## config.mk

```make
export PLATFORM = sky130hd
export DESIGN_NAME = cdb_arbiter
export DESIGN_NICKNAME = d
export VERILOG_FILES = /design/src/rtl/cdb_pkg.sv /design/src/rtl/cdb_fifo.sv /design/src/rtl/cdb_arbiter.sv
export SDC_FILE = /design/constraint.sdc
export NUM_CORES = 1
export LEC_CHECK = 0
export BUFFER_PORTS_ARGS = -buffer_cell sky130_fd_sc_hd__buf_2
export CORE_MARGIN = 3
export CORE_UTILIZATION = 64
export CTS_CLUSTER_DIAMETER = 50
export DETAILED_ROUTE_END_ITERATION = 16
export GPL_TIMING_DRIVEN = 0
export MAX_ROUTING_LAYER = met4
export PLACE_DENSITY = 0.82
export SETUP_SLACK_MARGIN = 0.05
export SLEW_MARGIN = 40
export SYNTH_ARGS = -nofsm -noshare
export SYNTH_HDL_FRONTEND = slang
export SYNTH_SLANG_ARGS = --single-unit
```

## constraint.sdc

```tcl
create_clock -name clock -period 7.7 [get_ports clock]
set_clock_uncertainty 0.05 [all_clocks]
set_input_delay 0.385 -clock clock [delete_from_list [all_inputs] [get_ports clock]]
set_output_delay 0.385 -clock clock [all_outputs]
set_load 0.02 [all_outputs]
```

## src/rtl/cdb_pkg.sv

```systemverilog
// cdb_pkg: shared CDB packet layout, idle encoding and source tagging.
package cdb_pkg;
  localparam logic [15:0] CDB_IDLE = 16'hFFFF;
  localparam int DEST_HI = 15;
  localparam int DEST_LO = 13;
  localparam int RS_HI = 12;
  localparam int RS_LO = 11;
  localparam int SRC_BIT = 10;
  localparam int DATA_HI = 9;
  localparam int DATA_LO = 0;
  typedef enum logic {SRC_LDSD = 1'b0, SRC_ULA = 1'b1} src_e;
  function automatic logic [15:0] tag_src(input logic [15:0] p, input src_e s);
    logic [15:0] r;
    r = p;
    r[SRC_BIT] = logic'(s);
    return r;
  endfunction
endpackage

```

## src/rtl/cdb_fifo.sv

```systemverilog
// cdb_fifo: power-of-two packet FIFO; pointers carry an extra wrap bit for full/empty.
module cdb_fifo #(
  parameter int DEPTH = 4,
  parameter int W = 16
) (
  input  logic         clk_i,
  input  logic         rst_i,
  input  logic         push_i,
  input  logic         pop_i,
  input  logic [W-1:0] data_i,
  output logic [W-1:0] data_o,
  output logic         full_o,
  output logic         empty_o
);
  localparam int AW = $clog2(DEPTH);
  logic [W-1:0] mem_q [DEPTH];
  logic [AW:0] wr_q, rd_q;
  assign empty_o = wr_q == rd_q;
  assign full_o = (wr_q[AW] != rd_q[AW]) && (wr_q[AW-1:0] == rd_q[AW-1:0]);
  assign data_o = mem_q[rd_q[AW-1:0]];
  always_ff @(posedge clk_i) begin
    if (rst_i) begin
      wr_q <= '0;
      rd_q <= '0;
    end else begin
      if (pop_i) rd_q <= rd_q + (AW+1)'(1);
      if (push_i) begin
        mem_q[wr_q[AW-1:0]] <= data_i;
        wr_q <= wr_q + (AW+1)'(1);
      end
    end
  end
endmodule

```

## src/rtl/cdb_arbiter.sv

```systemverilog
// cdb_arbiter: queues ALU and LD/SD results and broadcasts one per cycle on the CDB.
// Define CDB_FIXED_PRIORITY_EN to always favour the ALU queue instead of round-robin.
module cdb_arbiter
  import cdb_pkg::*;
#(
  parameter int DEPTH = 4
) (
  input  logic        clock,
  input  logic        reset,
  input  logic [15:0] ula_in,
  input  logic [15:0] ldsd_in,
  output logic [15:0] cdb,
  output logic        cdb_valid,
  output logic        ula_full,
  output logic        ldsd_full,
  output logic        overflow
);
`ifdef CDB_FIXED_PRIORITY_EN
  localparam bit FIXED_PRI = 1'b1;
`else
  localparam bit FIXED_PRI = 1'b0;
`endif
  logic [15:0] ula_prev_q, ldsd_prev_q, ula_head, ldsd_head, cdb_q, cdb_d;
  logic ula_new, ldsd_new, ula_push, ldsd_push, ula_pop, ldsd_pop, ula_empty, ldsd_empty;
  logic last_ula_q, valid_q, ovf_q;
  // producers hold their last value, so only a changed non-idle word is a new packet
  assign ula_new = (ula_in != CDB_IDLE) && (ula_in != ula_prev_q);
  assign ldsd_new = (ldsd_in != CDB_IDLE) && (ldsd_in != ldsd_prev_q);
  assign ula_pop = !ula_empty && (FIXED_PRI || ldsd_empty || !last_ula_q);
  assign ldsd_pop = !ldsd_empty && !ula_pop;
  assign ula_push = ula_new && (!ula_full || ula_pop);
  assign ldsd_push = ldsd_new && (!ldsd_full || ldsd_pop);
  assign cdb_d = ula_pop ? tag_src(ula_head, SRC_ULA) : ldsd_pop ? tag_src(ldsd_head, SRC_LDSD) : CDB_IDLE;
  cdb_fifo #(.DEPTH(DEPTH), .W(16)) u_ula_fifo (
    .clk_i(clock), .rst_i(reset), .push_i(ula_push), .pop_i(ula_pop),
    .data_i(ula_in), .data_o(ula_head), .full_o(ula_full), .empty_o(ula_empty)
  );
  cdb_fifo #(.DEPTH(DEPTH), .W(16)) u_ldsd_fifo (
    .clk_i(clock), .rst_i(reset), .push_i(ldsd_push), .pop_i(ldsd_pop),
    .data_i(ldsd_in), .data_o(ldsd_head), .full_o(ldsd_full), .empty_o(ldsd_empty)
  );
  always_ff @(posedge clock) begin
    if (reset) begin
      ula_prev_q <= CDB_IDLE;
      ldsd_prev_q <= CDB_IDLE;
      cdb_q <= CDB_IDLE;
      valid_q <= 1'b0;
      last_ula_q <= 1'b0;
      ovf_q <= 1'b0;
    end else begin
      ula_prev_q <= ula_in;
      ldsd_prev_q <= ldsd_in;
      cdb_q <= cdb_d;
      valid_q <= ula_pop || ldsd_pop;
      if (ula_pop || ldsd_pop) last_ula_q <= ula_pop;
      ovf_q <= ovf_q || (ula_new && !ula_push) || (ldsd_new && !ldsd_push);
    end
  end
  assign cdb = cdb_q;
  assign cdb_valid = valid_q;
  assign overflow = ovf_q;
endmodule
```

; Word-level counts from Yosys, hierarchy flattened
; Memories as Yosys holds them, arrays and structs flattened. A register that Yosys moved wholly into a read port is not among the register bits.
; Index checks and enable logic that the tools add are counted.
[word_totals]
regBits = 63
mem_bits_rw = 128
input_bits = 34
output_inout_bits = 20
word_cells = 64
mem_count = 2
[memory_table]
columns = name, words, width, rd, rd_clocked_by_memory_dff, write_ports, line_no
row1 = u_ldsd_fifo.mem_q, 4, 16, 1, 1, 1, cdb_fifo.sv:16  ; logic [W-1:0] mem_q [DEPTH];
row2 = u_ula_fifo.mem_q, 4, 16, 1, 1, 1, cdb_fifo.sv:16
[classes]
n_addsub = 4
eq_ne = 10
mux = 12
n_reduce_logical = 25
[op_table]
columns = op, count
row1 = $mux W16, 2
row2 = $ne A16 B16 Y1, 2
row3 = $ne A16 B16 Y1 const B, 2
row4 = $add A3 B1 Y3 const B, 4
row5 = $logic_and A1 B1 Y1, 10
row6 = $logic_not A1 Y1, 8
row7 = $mux W2, 4
row8 = $eq A3 B3 Y1, 2
row9 = $logic_or A1 B1 Y1, 6
row10 = $mux W1, 6
row11 = $eq A2 B2 Y1, 2
row12 = $ne A1 B1 Y1, 2
row13 = $reduce_or A2 Y1, 1

; Depth between registers and ports, before layout
; Gate-level depths: netlist of the first run.
[logic_depth]
depth_word = 10
mapped_depth = 7
mapped_depth_nobuf = 5

; Modules after synthesis
; From an unflattened synthesis of the first run, not the netlist that was laid out.
[hier_totals]
cells_unflattened = 427
area_unflattened_um2 = 7429.6
[by_module_without_submodules]
columns = mod, n_inst, cells_per_inst, area_per_inst_um2, seq_area_each_um2
row1 = cdb_fifo, 2, 127, 2756.4, 2082.0
row2 = cdb_arbiter, 1, 173, 1916.8, 1021.0

; Worst setup path before layout of the first run
; OpenSTA, ideal clock, no wires.
[synth_timing]
path_kind = reg2reg
startpoint = reg u_ula_fifo.wr_q[1]
endpoint = mem u_ldsd_fifo.mem_q[1][0] (enable)
setup_ps = 409
arrival_time_ps = 2175
required_ps = 7241
path_slack_ps = 5066
stages_incl_launch_ff = 5
path_buffers = 0
synth_period_minus_slack_ps = 2634
cell_sequence = dfxtp_1 -> xnor2_1 -> a31o_2 -> o211ai_4 -> nor3b_1
[synth_via]
elab_chain_cells = 10
[synth_rtl]
columns = element, line_no
row1 = "start, declared", cdb_fifo.sv:17  ; logic [AW:0] wr_q, rd_q;
row2 = "start signal, assigned", cdb_fifo.sv:29  ; wr_q <= wr_q + (AW+1)'(1);
row3 = $eq A3 B3 Y1, cdb_fifo.sv:18  ; assign empty_o = wr_q == rd_q;
row4 = $logic_not A1 Y1, cdb_arbiter.sv:29  ; assign ula_pop = !ula_empty && (FIXED_PRI || ldsd_empty || !last_ula_q);
row5 = $logic_and A1 B1 Y1, cdb_arbiter.sv:29
row6 = $logic_not A1 Y1, cdb_arbiter.sv:30  ; assign ldsd_pop = !ldsd_empty && !ula_pop;
row7 = $logic_and A1 B1 Y1, cdb_arbiter.sv:30
row8 = $logic_or A1 B1 Y1, cdb_arbiter.sv:32  ; assign ldsd_push = ldsd_new && (!ldsd_full || ldsd_pop);
row9 = $logic_and A1 B1 Y1, cdb_arbiter.sv:32
row10 = $mux W1, cdb_fifo.sv:27  ; if (push_i) begin
row11 = $mux W1, cdb_fifo.sv:22  ; if (rst_i) begin
row12 = $mux W1 (implied by the code), cdb_fifo.sv:28  ; mem_q[wr_q[AW-1:0]] <= data_i;
row13 = "end, declared", cdb_fifo.sv:16
; Every way passes these cells.

; Worst setup path after layout of the first run
[layout_timing]
startpoint = reg u_ldsd_fifo.wr_q[1]
endpoint = mem u_ula_fifo.mem_q[0][12] (enable)
[layout_via]
elab_chain_cells = 8
[layout_rtl]
columns = element, line_no
row1 = "start, declared", cdb_fifo.sv:17
row2 = "start signal, assigned", cdb_fifo.sv:29
row3 = $eq A3 B3 Y1, cdb_fifo.sv:18
row4 = $logic_or A1 B1 Y1, cdb_arbiter.sv:29
row5 = $logic_and A1 B1 Y1, cdb_arbiter.sv:29
row6 = $logic_or A1 B1 Y1, cdb_arbiter.sv:31  ; assign ula_push = ula_new && (!ula_full || ula_pop);
row7 = $logic_and A1 B1 Y1, cdb_arbiter.sv:31
row8 = $mux W1, cdb_fifo.sv:27
row9 = $mux W1, cdb_fifo.sv:22
row10 = $mux W1 (implied by the code), cdb_fifo.sv:28
row11 = "end, declared", cdb_fifo.sv:16
; Every way passes these cells.

==> flow_summary.toml, run 1 <==
[critical_path]
cp.buffers_inverters = 0
criticalPathCategory = "reg -> reg"
crit_arrival_ns = 2.70
worst_setup_path_start_kind = "flip-flop"
critical_path.top_delay_family = "simple AND/OR/NAND/NOR gates"
critical_path.max_stage_delay_ns = 0.76
cp-end-kind = "flip-flop"
required_ns = 7.80
crit_chain = "xor2_1 -> o31ai_2 -> nor2_1 -> nor3_2 -> and3b_1"
crit_fanout = 15
slowest_stage = "and3b_1"

[job]
cap_violations = 0

[cells_and_area]
final_nets = 546
drive_above_1_share_pct = 33.4
n_antenna_cell = 0
area_growth_pct = 15.6
postLayoutCoreUtil_pct = 78.0
multi_input_area_um2 = 2080
nFillCells = 574
regArea_um2 = 4940

[placement]
numPortBuffers = 53
place_congestion = 0.852
dpl.hpwl_mm = 9.41
post-place-ws_ns = 4.99

[synthesis]
synth_area_um2 = 7130
synth_ff_type = "edfxtp_1"
netlist_instances = 422
ys_seq_area_share_pct = 69.4
syn_nets = 466
synthTopCellsByCount = "120 x edfxtp_1, 67 x dfxtp_1, 32 x or2_2, 30 x mux4_2"
synth-seq-cells = 187
synth_top_area_share_pct = 50.6
ys_warn_count = 0
yosysTopAreaCell = "edfxtp_1"
avgSynthCellArea_um2 = 16.9
async_flop_share_pct = 0
yosys-top-cells-area = "edfxtp_1 51%, dfxtp_1 19%, mux4_2 9.5%"
synthMostInstantiatedCell = "edfxtp_1"
synth.distinct_cells = 42
synth_edf_count = 120

[grt]
grtUsageTotal_pct = 24.4
grt_pass1_vias = 4069
grt_max_degree = 17
grt_first_pass_wirelength_mm = 22.2
grt_overflow = 0
antenna_found_initial = 0

[sta]
fin_crit_ns = 2.60
fmax_mhz = 384
finalHoldViolCount = 0
drv_slew = 0
setup_tns_ns = 0
rsz0062_at_grt = "false"
final.setup.worst_slack_ns = 5.10
worst_pin_slew_ns = 0.827
slew_headroom_pct = 44.9
setup_viol = 0
fin_crit_sh_pct = 33.8

[cts]
clk_pin_slew_worst_paths_ns = 0.07
clock_latency_ns = 0.53
cts_buffers = 17
htreeDepth = 4
clock_sinks = 187
clock-root-buffer = "clkbuf_8"
post_cts_buffers = 0
clockBufferDepth = 2
cts_hold_buf = 0
cts-resized-gates = 0
tritoncts = "built"

[power]
finalPower_mw = 2.62
p_leak_nw = 2.95
powerDensity_nw_per_um2 = 319
ir_worst_vdd_uv = 244

[route]
viasPerCell = 5.92
dr.pass1.iters = 4
ant_nets = 0
drt_iter0_drc = 357
drc = 0
via_count = 3854
wire_per_inst_um = 21.4
routed_wl_mm = 14.0

[floorplanning]
core_um2 = 10600
rows = 37
die_y_um = 112
initial_utilization_pct = 67.5
die_area_um2 = 12400
die_w_um = 112
ios = 54

[status]
status = "finished, final reports clean"

[hold_path]
min_path_type = "in -> reg"
## sequential cells by signal, summed over array words and instances, names as in the netlist, named ones only
name               flops
ldsd_prev_q           16
u_ula_fifo.wr_q        3
overflow               1
u_ldsd_fifo.mem_q     60
ula_prev_q            16
u_ldsd_fifo.wr_q       3
cdb_valid              1
cdb                   16
last_ula_q             1
u_ula_fifo.rd_q        3
u_ldsd_fifo.rd_q       3
u_ula_fifo.mem_q      60
## final timing paths
kind | start | to | slack (ns) | depth (start not counted)
setup / recovery | u_ldsd_fifo.wr_q[1] | u_ula_fifo.mem_q[0][12] | 5.10 | 5
hold reg to reg | overflow | overflow | 0.43 | 2
setup reg to reg | u_ldsd_fifo.wr_q[1] | u_ula_fifo.mem_q[0][12] | 5.10 | 5
hold / removal | ldsd_in[10] | ldsd_prev_q[10] | 0.04 | 2
## placed cells by master (no fill, tap or decap), drive strengths merged, types with 3 or more instances in the layout
master and n:
nand3 3, inv 8, clkbuf 33, mux2 4, xnor2 21, edfxtp 120, and3b 5, o22a 15
nor4 6, nand4 13, clkinv 3, or2 33, nor3b 4, dfxtp 67, mux4 30, bufinv 3
mux2i 4, ha 10, buf 70, nor2 17, xor2 21, nand2b 4
## metal layers
layer | global-route usage (%) | share of wire, %
met4 | 9.41 | 2.0
met2 | 38.9 | 51
met5 | - | 0
met3 | 5.65 | 6.5
met1 | 31.0 | 40
## final cells by class
type                            instances  share of cell area, %
Timing Repair Buffer                   61                   3.83
Multi-Input combinational cell        210                   25.3
Clock inverter                          7                   1.37
Clock buffer                           25                   5.88
Buffer                                 17                   1.17
Sequential cell                       187                   60.0
Inverter                                8                  0.365
Tap cell                              136                   2.07
## per-stage QoR
stage | std cells | hold WS [ns] | instance area [µm²]
floorplan | 422 | 0.423 | 7130
global placement | 611 | 0.408 | 7560
detailed placement | 619 | 0.421 | 7630
CTS | 651 | 0.0174 | 8230
global route | 651 | 0.0372 | 8240
finish | 651 | 0.0437 | 8240
## worst register-to-register path, delay by kind of cell, from the launching register on
kind	cells	cell delay, ns
compound gates	1	0.41
flops	1	0.36
simple gates	3	1.19
xor+xnor	1	0.21
## report_power, final
part | total, mW | switching, mW | internal, mW
logic | 0.529 | 0.286 | 0.243
clock network | 0.872 | 0.344 | 0.528
registers | 1.22 | 0.0495 | 1.17
total | 2.62 | 0.679 | 1.95
## cells by family (layout without fill, tap and decap cells)
logic type	count (synthesis)	count (layout)	share of synthesized area [%]
adders and majority gates	10	10	1.76
DFF	187	187	69.4
muxes	38	38	10.7
and+or+nand+nor	97	97	8.29
buffers and inverters	25	118	1.77
xor gates and xnor gates	42	42	5.16
AOI/OAI and AO/OA	23	23	2.97
(Power assumes the default switching activity.)
==> run 2, diff against run 1 <==
- CORE_UTILIZATION: 64 -> 53
- PLACE_DENSITY: 0.82 -> 0.72
- clock period: 7.7 -> 2.14 ns (I/O delays scaled with it)
==> run 2 against run 1 <==
Via count grew 3.3%. Routed wire length increased by 3.7%. Sequential cell count is the same. Largest power group unchanged. Sequential share of layout area down 5.2 points. Non-clock buffer count rose by 50. Sequential power grew to 3.6 times the previous value. Clock power increased to 3.7 times the previous value.
==> flow_summary.toml, run 2 (synthesis gave the netlist of run 1 again) <==
[status]
status = "finished, final reports clean"

[power]
ir_worst_vdd_uv = 610
p_leak_nw = 3.22
finalPower_mw = 9.71
powerDensity_nw_per_um2 = 1080

[cells_and_area]
area_growth_pct = 26.6
final_nets = 596
mostFrequentLayoutCell = "edfxtp_1"
drive_above_1_share_pct = 37.7
nFillCells = 832
postLayoutCoreUtil_pct = 70.1
regArea_um2 = 4950
layout_common_cells = "120 x edfxtp_1, 63 x dfxtp_1, 56 x buf_2"
multi_input_area_um2 = 2230
n_antenna_cell = 0

[grt]
grt_pass1_vias = 4140
grtUsageTotal_pct = 21.7
antenna_found_initial = 0
grt_max_degree = 17
grt_first_pass_wirelength_mm = 22.9
grt_overflow = 0

[cts]
clockBufferDepth = 2
cts_buffers = 17
tritoncts = "built"
clk_pin_slew_worst_paths_ns = 0.06
htreeDepth = 4
clock-root-buffer = "clkbuf_16"
clock_latency_ns = 0.42
clock_sinks = 187

[route]
drc = 0
via_count = 3980
ant_nets = 0
drt_iter0_drc = 326
viasPerCell = 5.40
wire_per_inst_um = 19.6
dr.pass1.iters = 5
routed_wl_mm = 14.5

[floorplanning]
die_area_um2 = 14900
ios = 54
rows = 41
die_w_um = 122
die_y_um = 122
core_um2 = 12900
initial_utilization_pct = 55.3

[sta]
fin_crit_ns = 2.06
rsz0062_at_grt = "true"
setup_viol = 0
fin_crit_sh_pct = 96.5
finalHoldViolCount = 0
drv_slew = 0
hold_ws_ns = 0.134
fmax_mhz = 484
slew_headroom_pct = 46.9
worst_pin_slew_ns = 0.797

[critical_path]
crit_arrival_ns = 2.15
cp-end-kind = "flip-flop"
rr_worst_depth = 6
crit_fanout = 9
criticalPathCategory = "in -> reg"
required_ns = 2.22
worst_setup_path_start_kind = "input pin"

[hold_path]
min_path_type = "in -> reg"
hold_depth = 4

[job]
cap_violations = 0

[placement]
numPortBuffers = 53
place_congestion = 0.849
dpl.hpwl_mm = 9.31
==> run 2: worst paths after layout <==
| path | endpoint | startpoint | slack, ns |
|---|---|---|---|
| max reg2reg | u_ldsd_fifo.mem_q[0][11] | u_ula_fifo.rd_q[0] | 0.10 |
| min | cdb[1] | reset | 0.13 |
| min reg2reg | overflow | overflow | 0.43 |
| max | u_ldsd_fifo.mem_q[0][11] | ldsd_in[14] | 0.08 |
==> run 2: report_power, final <==
| group | switching, mW | internal [mW] | leakage, nW |
|---|---|---|---|
| logic | 1.07 | 1.04 | 1.27 |
| clock network | 1.26 | 1.93 | 0.289 |
| registers | 0.192 | 4.23 | 1.66 |
==> run 2: timing repair <==
action	CTS	global route
gates resized for setup	8	20
endpoints found under the hold margin	152	0
setup buffers	19	5
hold buffers	32	0
pin swaps	11	5
endpoints found under the setup margin	114	122
==> run 2: layout make-up <==
| type | instances | share of cell area (%) |
|---|---|---|
| plain buffers | 17 | 1.07 |
| clock buffers | 21 | 5.21 |
| clock inverters | 11 | 1.58 |
| inverters | 8 | 0.333 |
| multi-input cells | 210 | 24.7 |
| flip-flops and latches | 187 | 54.9 |
| well taps | 172 | 2.39 |
| repair buffers | 111 | 9.85 |
==> run 2: layer usage <==
metal	track usage, %	up-vias	routed length [µm]
met2	34.5	109	7380
met3	4.32	15	724
li1	-	1854	-
met5	-	-	0
met1	28.7	2002	6170
met4	6.72	0	180
==> run 2: critical path, cell delays in order <==
cell           delay (ns)
dlygate4sd3_1        0.55
clkbuf_4             0.19
xor2_2               0.18
nor4_2               0.08
nand4_1              0.09
buf_4                0.15
o211ai_4             0.09
buf_12               0.15
nor3b_4              0.34
buf_6                0.21
==> run 2: stage by stage <==
stage	std cells	area, µm²	TNS, ns	setup slack, ns
after detailed placement	649	7690	-22.37	-0.285
after CTS	732	8880	0	0.0545
after global placement	647	7660	-26.57	-0.244
final	737	9020	0	0.0757
after floorplan	422	7180	0	0.155
after global routing	737	9020	0	0.00797
